--- src/rtl/integration_feeder.sv ---
// Upstream feeder for the integration register file: Avalon-ST samples are buffered in a FIFO and replayed
// as Avalon-MM data writes, then followed by a single clear write on request. Optional macro: FEEDER_STATS_EN.
module integration_feeder #(
    parameter int unsigned N         = 32,
    parameter int unsigned DEPTH     = 8,
    parameter logic [7:0]  ADDR_DATA = 8'd0,
    parameter logic [7:0]  ADDR_CLR  = 8'd1
) (
    input  logic         csi_clk,
    input  logic         rsi_srst_n,
    input  logic [N-1:0] asi_in_data,
    input  logic         asi_in_valid,
    output logic         asi_in_ready,
    input  logic         coe_clr,
    output logic [7:0]   avm_m0_address,
    output logic         avm_m0_write,
    output logic [N-1:0] avm_m0_writedata,
    input  logic         avm_m0_waitrequest,
    output logic         coe_busy
`ifdef FEEDER_STATS_EN
    ,
    output logic [31:0]  coe_wr_count
`endif
);

    localparam int unsigned AW = $clog2(DEPTH);
    localparam int unsigned CW = AW + 1;

    typedef enum logic [1:0] {
        IDLE = 2'd0,
        WR   = 2'd1,
        CLR  = 2'd2
    } state_t;

    state_t         state;
    logic [N-1:0]   mem [DEPTH];
    logic [AW-1:0]  wr_ptr;
    logic [AW-1:0]  rd_ptr;
    logic [AW-1:0]  rd_nxt;
    logic [CW-1:0]  count;
    logic [CW-1:0]  count_kept;
    logic [CW-1:0]  count_nxt;
    logic [N-1:0]   head_nxt;
    logic           clr_pending;
    logic           clr_nxt;
    logic           push;
    logic           pop;
    logic           clr_done;

    // Handshakes and the FIFO view as it will be after this edge.
    // head_nxt bypasses the memory when the entry being pushed becomes the head.
    always_comb begin
        push       = asi_in_valid && asi_in_ready;
        pop        = (state == WR) && avm_m0_write && !avm_m0_waitrequest;
        clr_done   = (state == CLR) && avm_m0_write && !avm_m0_waitrequest;
        count_kept = count - CW'(pop);
        count_nxt  = count_kept + CW'(push);
        rd_nxt     = rd_ptr + AW'(pop);
        head_nxt   = (count_kept == '0) ? asi_in_data : mem[rd_nxt];
        clr_nxt    = clr_done ? 1'b0 : (clr_pending || coe_clr);
    end

    always_ff @(posedge csi_clk) begin
        if (push) begin
            mem[wr_ptr] <= asi_in_data;
        end
    end

    always_ff @(posedge csi_clk) begin
        if (!rsi_srst_n) begin
            state            <= IDLE;
            wr_ptr           <= '0;
            rd_ptr           <= '0;
            count            <= '0;
            clr_pending      <= 1'b0;
            asi_in_ready     <= 1'b1;
            coe_busy         <= 1'b0;
            avm_m0_write     <= 1'b0;
            avm_m0_address   <= 8'd0;
            avm_m0_writedata <= '0;
        end else begin
            wr_ptr       <= wr_ptr + AW'(push);
            rd_ptr       <= rd_nxt;
            count        <= count_nxt;
            clr_pending  <= clr_nxt;
            asi_in_ready <= (count_nxt != CW'(DEPTH)) && !clr_nxt;
            // Work outstanding next cycle is either buffered data or an unfinished clear.
            coe_busy     <= (count_nxt != '0) || clr_nxt;

            unique case (state)
                IDLE: begin
                    if (clr_pending && (count == '0)) begin
                        state            <= CLR;
                        avm_m0_write     <= 1'b1;
                        avm_m0_address   <= ADDR_CLR;
                        avm_m0_writedata <= '0;
                    end else if (count_nxt != '0) begin
                        state            <= WR;
                        avm_m0_write     <= 1'b1;
                        avm_m0_address   <= ADDR_DATA;
                        avm_m0_writedata <= head_nxt;
                    end
                end
                WR: begin
                    if (pop) begin
                        if (count_nxt != '0) begin
                            avm_m0_writedata <= head_nxt;
                        end else begin
                            state        <= IDLE;
                            avm_m0_write <= 1'b0;
                        end
                    end
                end
                CLR: begin
                    if (clr_done) begin
                        state        <= IDLE;
                        avm_m0_write <= 1'b0;
                    end
                end
                default: begin
                    state        <= IDLE;
                    avm_m0_write <= 1'b0;
                end
            endcase
        end
    end

`ifdef FEEDER_STATS_EN
    // Completed data writes since reset or the last clear write.
    always_ff @(posedge csi_clk) begin
        if (!rsi_srst_n) begin
            coe_wr_count <= 32'd0;
        end else if (clr_done) begin
            coe_wr_count <= 32'd0;
        end else if (pop) begin
            coe_wr_count <= coe_wr_count + 32'd1;
        end
    end
`endif

endmodule

--- config.mk ---
export PLATFORM = sky130hd
export DESIGN_NAME = integration_feeder
export DESIGN_NICKNAME = d
export VERILOG_FILES = /design/src/rtl/integration_feeder.sv
export SDC_FILE = /design/constraint.sdc
export NUM_CORES = 1
export LEC_CHECK = 0
export BUFFER_PORTS_ARGS = -buffer_cell sky130_fd_sc_hd__buf_2
export CAP_MARGIN = 20
export CORE_MARGIN = 5
export CORE_UTILIZATION = 30
export CTS_CLUSTER_SIZE = 8
export DETAILED_ROUTE_END_ITERATION = 7
export PLACE_DENSITY = 0.42
export SLEW_MARGIN = 40
export SYNTH_ARGS = -nofsm -noshare
export SYNTH_HDL_FRONTEND = slang
export SYNTH_SLANG_ARGS = --single-unit
--- constraint.sdc ---
create_clock -name csi_clk -period 7.4 [get_ports csi_clk]
set_clock_uncertainty 0.1 [all_clocks]
set_input_delay 1.48 -clock csi_clk [delete_from_list [all_inputs] [get_ports csi_clk]]
set_output_delay 1.48 -clock csi_clk [all_outputs]
set_load 0.01 [all_outputs]
# [Word level (Yosys, flattened, before mapping)]
# Memories as Yosys holds them, arrays and structs flattened.
# Index checks and enable logic that the tools add are counted.
[totals] ramBits=256 n_memories=1 register_bits=56 wordCells=64 output_inout_bits=43
[memory_table] name="mem" words=8 word_bits=32 read_ports=1 rd_ports_with_merged_regs=0 write_ports=1 line_no="36" text="logic [N-1:0] mem [DEPTH];"
[op_classes] reduce_logical=20 eq_ne=7 muxes=22 add_sub_neg=4
[op_table] operator="2-to-1 mux 32 bit" count=4
[op_table] operator="case mux 32 bit (2 select lines)" count=1
[op_table] operator="2-to-1 mux 8 bit" count=2
[op_table] operator="2-to-1 mux 2 bit" count=5
[op_table] operator="logical NOT 4 bit" count=2
[op_table] operator="2-to-1 mux 1 bit" count=8
[op_table] operator="logical AND 1 bit" count=7
[op_table] operator="adder 3 x 1 -> 3 bit" count=2
[op_table] operator="!= test 2 bit, second input constant" count=3
[op_table] operator="case mux 2 bit (3 select lines)" count=1
[op_table] operator="adder 4 x 1 -> 4 bit" count=1
[op_table] operator="!= test 4 bit, second input constant" count=1
[op_table] operator="AND reduction 2 bit" count=2
[op_table] operator="AND reduction 4 bit" count=1
[op_table] operator="nonzero test 2 bit" count=2
[op_table] operator="nonzero test 4 bit" count=1
[op_table] operator="subtractor 4 x 1 -> 4 bit" count=1
[op_table] operator="!= test 3 bit, second input constant" count=1
[op_table] operator="case mux 1 bit (3 select lines)" count=1
[op_table] operator="== test 2 x 1 -> 1 bit, second input constant" count=1
[op_table] operator="== test 2 bit, second input constant" count=1
[op_table] operator="logical NOT 1 bit" count=2
[op_table] operator="logical NOT 2 bit" count=1
[op_table] operator="logical OR 1 bit" count=2

# [Logic depth before layout (Yosys ltp)]
# Gate-level depths: netlist of run 1.
[depth] ltp_word=9 depth_mapped=12 ltp_nobuf=11

# [Worst setup path after synthesis of run 1]
# OpenSTA, ideal clock, no wires.
[synth_timing] path_type="input-to-reg" start="input port asi_in_valid" end="memory mem[0][0] (enable)" path_stages=3 arrival_time_ps=3972 setup_ps=461 path_slack_ps=2867 n_path_buf=0 path_cell_list="and2_1 nand2b_1 nor3_1"
[synth_via] elab_chain_len=3
[synth_rtl] item="from (decl)" line_no="12" text="input logic asi_in_valid,"
[synth_rtl] item="logical AND 1 bit" line_no="53" text="push = asi_in_valid && asi_in_ready;"
[synth_rtl] item="2-to-1 mux 1 bit" line_no="64" text="if (push) begin"
[synth_rtl] item="2-to-1 mux 1 bit (implied by the code)" line_no="65" text="mem[wr_ptr] <= asi_in_data;"
[synth_rtl] item="to (decl)" line_no="36"
# Every way passes these cells.

# [Worst setup path after layout of run 1]
[layout_timing] start="input port avm_m0_waitrequest" end="register avm_m0_writedata[9]"
[layout_via] elab_chain_len=8
[layout_rtl] item="from (decl)" line_no="18" text="input logic avm_m0_waitrequest,"
[layout_rtl] item="logical NOT 1 bit (*)" line_no="54" text="pop = (state == WR) && avm_m0_write && !avm_m0_waitrequest;"
[layout_rtl] item="logical AND 1 bit (*)" line_no="54"
[layout_rtl] item="subtractor 4 x 1 -> 4 bit / adder 3 x 1 -> 3 bit (equally long branches)" line_no="56, 58"
[layout_rtl] item="adder 4 x 1 -> 4 bit (tied with other cells)" line_no="57" text="count_nxt = count_kept + CW'(push);"
[layout_rtl] item="nonzero test 4 bit / 2-to-1 mux 32 bit (equally long branches)" line_no="97, 106, 59"
[layout_rtl] item="2-to-1 mux 32 bit" line_no="97, 106"
[layout_rtl] item="2-to-1 mux 32 bit (on tied branches)" line_no="105, 92"
[layout_rtl] item="case mux 32 bit (2 select lines)" line_no="90" text="unique case (state)"
[layout_rtl] item="to (signal assigned)" line_no="101" text="avm_m0_writedata <= head_nxt;"
[layout_rtl] item="to (signal assigned)" line_no="107" text="avm_m0_writedata <= head_nxt;"
[layout_rtl] item="to (decl)" line_no="17" text="output logic [N-1:0] avm_m0_writedata,"
# Every way passes the cells marked *; elsewhere a longest branch is shown, timed or not. The select of a mux whose other input is x is not followed.
# A chain may end at the register's enable or synchronous reset.

==> key figures, run 1 <==
Hold path
  – Hold WC Path Type: reg -> reg
  – Startpoint of the worst hold path: avm_m0_writedata[13]

Logic synthesis
  – Number of library cell types mapped by synthesis: 40
  – Mean Syn Cell Area: 17.72 um^2
  – Number of cells produced by synthesis: 692
  – Share of flip-flops with an asynchronous set or reset: 0
  – EDFF count, synth: 256
  – Number of warning messages in the yosys log: 0
  – Mapped Area: 12260 um^2
  – Post-synthesis sequential element count: 305
  – Share of the yosys chip area belonging to registers: 0.7068
  – Dominant synthesized flop cell: sky130_fd_sc_hd__edfxtp_1

Setup path
  – Slack of the worst reg-to-reg path: 3.67 ns
  – Reg2Reg Launch Point: state[1]
  – Kind of start point of the critical path: input port
  – Endpoint type of the worst setup path: flop
  – Critical Path Fanout Max: 18
  – Launch point of the critical path: avm_m0_waitrequest
  – Class of the most critical setup path: in -> reg
  – Crit path arrival time: 4.76 ns
  – Worst path required time: 7.69 ns

Placement
  – DP HPWL: 15400 um
  – Weighted congestion at the end of routability-driven global placement: 0.7472
  – Port bufs: 72

Clock network
  – Clock edge transition at the registers on the reported setup and hold paths: 0.05 ns
  – Clock latency on the worst-skew pair: 0.53 ns
  – Total clock buffers created by CTS: 44
  – Number of buffers inserted to repair setup after CTS: 0
  – CTS tree: built
  – H-tree Lvls: 2
  – Root Driver: sky130_fd_sc_hd__clkbuf_16
  – Sink count of the clock tree: 305
  – Quantity of hold-fixing buffers added after cts: 0
  – Post-cts resize count: 0
  – Buffer levels on the longest clock path: 3

Power
  – Leakage power: 4.857 nW
  – Areal power density over the cells: 321.5 nW/um^2
  – Worst IR drop on VDD: 0.1610 mV
  – Total power draw: 0.004685 W

Die
  – Horizontal die dimension: 212.2 um
  – Effective utilization at floorplan: 0.3017
  – Die Area: 45020 um^2
  – Core outline area: 40650 um^2
  – Number of rows in the core area: 74
  – Num ports: 80
  – Vertical extent of the die: 212.2 um

STA
  – Setup_tns: 0 ns
  – Worst slew margin: 0.4771
  – Final min period: 4.468 ns
  – Worst Hold Slack: 0.3822 ns
  – Max-slew violation total from the final report: 0
  – Final-report setup violation count: 0
  – Fin. Hold Viols: 0
  – Pin slew with the least headroom to its limit: 0.7844 ns
  – Highest attainable clock frequency: 0.2238 GHz
  – Setup repair after global routing missed its margin: no
  – Crit share post-route: 0.6038

GRT
  – Met1 usage in global routing: 0.1760
  – Global-route usage over all layers: 0.1312
  – Most Crowded Layer GR: met2
  – Global-route wire length before repair: 44310 um
  – Maximum number of pins on one net before global-route repair: 66
  – Global-route congestion overflow total: 0
  – Met2 global-route usage: 0.2199
  – Via count of the first global-routing pass: 6972
  – Number of antenna violations at the first check in global routing: 2
  – Global Route met3 Usage: 0.02449

Detailed routing
  – WL/cell: 21.79 um
  – Remaining antenna violation count: 0
  – WL final: 29400 um
  – Length of the first detailed-routing pass in iterations: 4
  – Via count of the routed design: 6394
  – Via density per instance: 4.740
  – Drt first-iter violations: 385
  – Post-route DRC violation count: 0

Final layout
  – Area used by multi-input combinational logic: 3418 um^2
  – Post-layout nets: 833
  – Area taken by flip-flops and latches: 8668 um^2
  – Layout Area Growth over Synthesis: 18.82%
  – Fraction of layout instances using a drive strength above 1: 0.3088
  – Fill cell instance count of the final layout: 3840

Flow run
  – Number of violations of the max-capacitance limit: 0

Run status
  – Result of the run: complete, no violations
## cells by family (layout without fill, tap and decap cells)
kind of cell / count (synthesis) / in the layout / share of synthesized area
and+or+nand+nor: 208 / 208 / 0.08315
buffers and inverters: 51 / 169 / 0.02479
adders and majority gates: 8 / 8 / 0.008162
xor gates and xnor gates: 6 / 6 / 0.006733
muxes: 64 / 64 / 0.1175
DFF: 305 / 305 / 0.7068
other: 1 / 8 / 0.0003058
AOI/OAI and AO/OA: 49 / 49 / 0.05254
## worst paths after layout
check | to | cells past startpoint
worst max-delay path | avm_m0_writedata[9] | 12
worst min-delay path | avm_m0_writedata[13] | 2
worst max register to register | avm_m0_writedata[9] | 11
worst min register to register | avm_m0_writedata[13] | 2
## cell usage after synthesis, types with 2 or more instances
master | instances | share of area
sky130_fd_sc_hd__o32ai_2 | 29 | 0.038
sky130_fd_sc_hd__dfxtp_1 | 49 | 0.080
sky130_fd_sc_hd__or3_1 | 2 | 0.0010
sky130_fd_sc_hd__nor2_1 | 45 | 0.014
sky130_fd_sc_hd__clkbuf_1 | 15 | 0.0046
sky130_fd_sc_hd__o32ai_1 | 2 | 0.0014
sky130_fd_sc_hd__and3_1 | 32 | 0.016
sky130_fd_sc_hd__and2_1 | 10 | 0.0051
sky130_fd_sc_hd__buf_1 | 2 | 0.00061
sky130_fd_sc_hd__ha_1 | 8 | 0.0082
sky130_fd_sc_hd__xor2_2 | 2 | 0.0027
sky130_fd_sc_hd__nand3_1 | 2 | 0.00082
sky130_fd_sc_hd__xnor2_1 | 2 | 0.0014
sky130_fd_sc_hd__o21bai_1 | 2 | 0.0012
sky130_fd_sc_hd__mux4_2 | 64 | 0.12
sky130_fd_sc_hd__o221a_2 | 2 | 0.0018
sky130_fd_sc_hd__nand2b_1 | 40 | 0.020
sky130_fd_sc_hd__clkbuf_8 | 2 | 0.0022
sky130_fd_sc_hd__buf_4 | 11 | 0.0067
sky130_fd_sc_hd__nand2_1 | 69 | 0.021
sky130_fd_sc_hd__inv_1 | 5 | 0.0015
sky130_fd_sc_hd__buf_6 | 5 | 0.0046
sky130_fd_sc_hd__nor3_1 | 5 | 0.0020
sky130_fd_sc_hd__nor3b_2 | 2 | 0.0020
sky130_fd_sc_hd__edfxtp_1 | 256 | 0.63
sky130_fd_sc_hd__o211ai_1 | 2 | 0.0012
sky130_fd_sc_hd__buf_2 | 11 | 0.0045
sky130_fd_sc_hd__a21oi_1 | 4 | 0.0016
## final cells by class
type,instances,share of cell area
timing repair buffer,90,0.03761
clock buffer,70,0.08225
clock inverter,4,0.003606
tap,532,0.04568
multi-input combinational,342,0.2346
antenna,1,0.0001717
inverter,5,0.001288
sequential,305,0.5948
## power by group
group	total [W]	switching [W]	internal [W]
registers	0.00201	0.0000472	0.00196
clock network	0.00182	0.000714	0.00110
logic	0.000860	0.000543	0.000317
total	0.00469	0.00130	0.00338
## routing by layer
layer / up-vias / wire length, um
met3: 53 / 1211
met5: - / 13
li1: 2886 / -
met4: 2 / 644
met2: 126 / 14380
met1: 3327 / 13150
## cells in the final DEF, fill, tap and decap left out, drive strengths merged, types with 4 or more instances in the layout
cell type,count
a21oi,4
dfxtp,49
mux4,64
nand2,69
o32ai,31
nor2,45
nor3,5
edfxtp,256
buf,90
nand2b,40
and2,10
ha,8
clkbuf,70
inv,7
conb,7
and3,32
## through the flow
step           utilization  setup slack, ns  std cells  instance area [um^2]
6_report            0.3585            2.932       1349                 14570
5_1_grt             0.3585            2.707       1348                 14570
4_1_cts             0.3585            2.895       1348                 14570
3_5_place_dp        0.3277            2.338       1274                 13320
3_3_place_gp        0.3260            2.475       1270                 13250
2_1_floorplan            -            2.867        698                 12290
## flip-flops by register name, indices dropped and copies added (netlist names)
register	cells
coe_busy	1
state	2
avm_m0_address	1
count	4
wr_ptr	3
rd_ptr	3
mem	256
avm_m0_write	1
asi_in_ready	1
clr_pending	1
avm_m0_writedata	32
## critical path: stages
cell and delay (ns):
sky130_fd_sc_hd__buf_2 0.09, sky130_fd_sc_hd__nand2b_1 0.22, sky130_fd_sc_hd__nor2_1 0.22, sky130_fd_sc_hd__ha_1 0.21
sky130_fd_sc_hd__ha_1 0.27, sky130_fd_sc_hd__inv_1 0.07, sky130_fd_sc_hd__ha_1 0.15, sky130_fd_sc_hd__xor3_1 0.25
sky130_fd_sc_hd__or3_1 0.45, sky130_fd_sc_hd__o211ai_4 0.68, sky130_fd_sc_hd__buf_4 0.48, sky130_fd_sc_hd__o32ai_2 0.15
Note: power is estimated with default switching activity, not from simulation.
==> inputs of run 2 (changes only) <==
==> constraint.sdc (replaced) <==
create_clock -name csi_clk -period 4.33 [get_ports csi_clk]
set_clock_uncertainty 0.1 [all_clocks]
set_input_delay 0.866 -clock csi_clk [delete_from_list [all_inputs] [get_ports csi_clk]]
set_output_delay 0.866 -clock csi_clk [all_outputs]
set_load 0.01 [all_outputs]
==> run 2 against run 1 <==
Effect of this change:
- sequential share of layout area shrank 0.42 points
- global-route usage increased by 0.55 points
- first-iteration DRC count fell by 40%
- non-clock buffer count increased by 7
- via count up 2.0%
- core utilization up 0.26 points
- power up 75%
- largest power group unchanged
==> key figures, run 2 (synthesized netlist as in run 1, its figures left out) <==
GRT
  – Number of antenna violations at the first check in global routing: 4 (was 2)
  – Maximum number of pins on one net before global-route repair: 41 (was 66)
  – Via count of the first global-routing pass: 7211 (was 6972)
  – Global-route congestion overflow total: 0 (unchanged)
  – Global-route wire length before repair: 45400 um (was 44310 um)
  – Global-route usage over all layers: 0.1367 (was 0.1312)

Clock network
  – Root Driver: sky130_fd_sc_hd__clkbuf_16 (unchanged)
  – CTS tree: built (unchanged)
  – Clock latency on the worst-skew pair: 0.55 ns (was 0.53 ns)
  – Total clock buffers created by CTS: 44 (unchanged)
  – Number of buffers inserted to repair setup after CTS: 0 (unchanged)
  – Buffer levels on the longest clock path: 3 (unchanged)
  – Clock edge transition at the registers on the reported setup and hold paths: 0.05 ns (about the same)
  – H-tree Lvls: 2 (unchanged)
  – Quantity of hold-fixing buffers added after cts: 0 (unchanged)
  – Post-cts resize count: 0 (unchanged)
  – Sink count of the clock tree: 305 (unchanged)

Detailed routing
  – Length of the first detailed-routing pass in iterations: 4 (unchanged)
  – WL/cell: 22.30 um (was 21.79 um)
  – WL final: 30380 um (was 29400 um)
  – Via density per instance: 4.789 (was 4.740)
  – Drt first-iter violations: 230 (was 385)
  – Post-route DRC violation count: 0 (unchanged)
  – Via count of the routed design: 6522 (was 6394)
  – Remaining antenna violation count: 0 (unchanged)

Placement
  – Port bufs: 72 (unchanged)
  – Cell total after placement: 1281 (was 1274)
  – Pre-CTS setup slack: 0.5010 ns (was 2.338 ns)
  – Weighted congestion at the end of routability-driven global placement: 0.7291 (was 0.7472)
  – DP HPWL: 17340 um (was 15400 um)

Hold path
  – Hold WC Path Type: reg -> reg (unchanged)
  – Startpoint of the worst hold path: avm_m0_writedata[10] (was avm_m0_writedata[13])
  – WHS Path Cells: 2 (unchanged)
  – Hold endpoint: avm_m0_writedata[10] (was avm_m0_writedata[13])

Setup path
  – Critical Path Slowest Stage Cell: sky130_fd_sc_hd__or3_1 (was sky130_fd_sc_hd__o211ai_4)
  – Critical Path Fanout Max: 31 (was 18)
  – End of the worst register-to-register path: avm_m0_writedata[23] (was avm_m0_writedata[9])
  – Worst path required time: 4.64 ns (was 7.69 ns)
  – Launch point of the critical path: avm_m0_waitrequest (unchanged)
  – Crit path arrival time: 3.61 ns (was 4.76 ns)
  – Slack of the worst reg-to-reg path: 1.14 ns (was 3.67 ns)
  – Crit-path max cell delay: 0.46 ns (was 0.68 ns)
  – Ordered list of cells on the worst path: buf_2 -> nand2b_1 -> nor2_1 -> ha_1 -> ha_1 -> inv_1 -> ha_1 -> xor3_1 -> or3_1 -> o211ai_4 -> buf_12 -> o32ai_2 (was buf_2 -> nand2b_1 -> nor2_1 -> ha_1 -> ha_1 -> inv_1 -> ha_1 -> xor3_1 -> or3_1 -> o211ai_4 -> buf_4 -> o32ai_2)
  – Class of the most critical setup path: in -> reg (unchanged)
  – Depth of the worst register-to-register path: 11 (unchanged)
  – Top cell by count, worst path: sky130_fd_sc_hd__ha_1 (unchanged)
  – Kind of start point of the critical path: input port (unchanged)
  – Reg2Reg Launch Point: state[1] (unchanged)
  – Endpoint type of the worst setup path: flop (unchanged)

Final layout
  – Leading cell types in the layout, fill and taps excluded: sky130_fd_sc_hd__edfxtp_1 (256), sky130_fd_sc_hd__buf_2 (72), sky130_fd_sc_hd__nand2_1 (69), sky130_fd_sc_hd__mux4_2 (64), sky130_fd_sc_hd__dfxtp_1 (49) (unchanged)
  – Register ranked first by flip-flop count: mem (unchanged)
  – Area taken by flip-flops and latches: 8668 um^2 (unchanged)
  – Filler-free cell count of the finished design: 1362 (was 1349)
  – Fraction of layout instances using a drive strength above 1: 0.3136 (was 0.3088)
  – Area used by multi-input combinational logic: 3416 um^2 (was 3418 um^2)
  – Fill cell instance count of the final layout: 3805 (was 3840)
  – Biggest registers after layout: mem (256), avm_m0_writedata (32), count (4) (unchanged)
  – Commonest non-fill, non-tap cell in the layout: sky130_fd_sc_hd__edfxtp_1 (unchanged)
  – Post-layout nets: 840 (was 833)
  – Layout Area Growth over Synthesis: 19.67% (was 18.82%)
  – Number of flip-flops in the largest register: 256 (unchanged)

Die
  – Horizontal die dimension: 212.2 um (unchanged)
  – Die Area: 45020 um^2 (unchanged)
  – Number of rows in the core area: 74 (unchanged)
  – Vertical extent of the die: 212.2 um (unchanged)
  – Num ports: 80 (unchanged)
  – Core outline area: 40650 um^2 (unchanged)
  – Effective utilization at floorplan: 0.3017 (unchanged)

Power
  – Net load switching power: 0.002262 W (was 0.001304 W)
  – Internal Pwr Total: 0.005931 W (was 0.003381 W)
  – Leakage power: 4.924 nW (was 4.857 nW)
  – Part of the power in the clock network: 0.392 (was 0.388)
  – Total power draw: 0.008193 W (was 0.004685 W)
  – Switching part of the total power: 0.2761 (was 0.2784)
  – Proportion of power drawn by flip-flops and latches: 0.419 (was 0.428)
  – Worst IR drop on VDD: 0.2619 mV (was 0.1610 mV)
  – Areal power density over the cells: 558.2 nW/um^2 (was 321.5 nW/um^2)
  – Combinational power share: 0.189 (was 0.184)

STA
  – Pin slew with the least headroom to its limit: 0.7714 ns (was 0.7844 ns)
  – Worst slew margin: 0.4845 (was 0.4771)
  – Max-slew violation total from the final report: 0 (unchanged)
  – Final min period: 3.305 ns
  – Fin. Hold Viols: 0 (unchanged)
  – Setup repair after global routing missed its margin: no (unchanged)
  – Highest attainable clock frequency: 0.3026 GHz
  – Setup_tns: 0 ns (unchanged)
  – Final-report setup violation count: 0 (unchanged)
  – Min setup slack post-route: 1.025 ns (was 2.932 ns)
  – Crit share post-route: 0.7633

Run status
  – Result of the run: complete, no violations (unchanged)

Flow run
  – Number of violations of the max-capacitance limit: 0 (unchanged)
==> run 2: worst max-delay path by stage <==
stage | end | slack (ns) | cells after the start
6_report | avm_m0_writedata[23] | 1.02 | 12
2_1_floorplan | mem[0][0] | 0.41 | 3
5_1_grt | avm_m0_writedata[17] | 0.93 | 12
3_5_place_dp | avm_m0_writedata[15] | 0.50 | 12
3_3_place_gp | avm_m0_writedata[20] | 0.64 | 12
4_1_cts | avm_m0_writedata[21] | 1.09 | 12
==> run 2: layout make-up <==
class / count / area share
tap: 532 / 0.04535
inverter: 5 / 0.001279
timing repair buffer: 97 / 0.04160
multi-input combinational: 342 / 0.2327
clock buffer: 76 / 0.08465
sequential: 305 / 0.5906
antenna: 1 / 0.0001705
clock inverter: 4 / 0.003581
==> run 2: power groups by stage <==
stage | clock [W] | sequential (W) | combinational, W
after floorplan | 0 | 0.00350 | 0.00105
after global placement | 0 | 0.00349 | 0.00154
after detailed placement | 0 | 0.00349 | 0.00158
after CTS | 0.00333 | 0.00344 | 0.00158
after global routing | 0.00346 | 0.00345 | 0.00168
final | 0.00321 | 0.00343 | 0.00155
==> run 2: through the flow <==
step                  util  instance area [um^2]  hold slack [ns]
finish              0.3611                 14680           0.3840
global placement    0.3292                 13380           0.3790
global route        0.3610                 14670           0.4152
floorplan                -                 12290           0.3811
detailed placement  0.3292                 13380           0.3787
CTS                 0.3610                 14670           0.3908
==> run 2: metal layers <==
layer / track usage / share of wire / vias up
li1: - / - / 2909
met1: 0.1717 / 0.43 / 3422
met2: 0.2344 / 0.50 / 125
met3: 0.02759 / 0.044 / 62
met4: 0.05153 / 0.030 / 4
met5: 0 / 0.00082 / -
==> run 2: critical path, delay by kind of cell <==
| family | cells | cell delay (ns) |
|---|---|---|
| XOR/XNOR | 1 | 0.26 |
| AO/OA/AOI/OAI | 2 | 0.38 |
| AND/OR/NAND/NOR | 3 | 0.96 |
| adder cells (fa/ha/maj) | 3 | 0.64 |
| buffers and inverters | 3 | 0.47 |
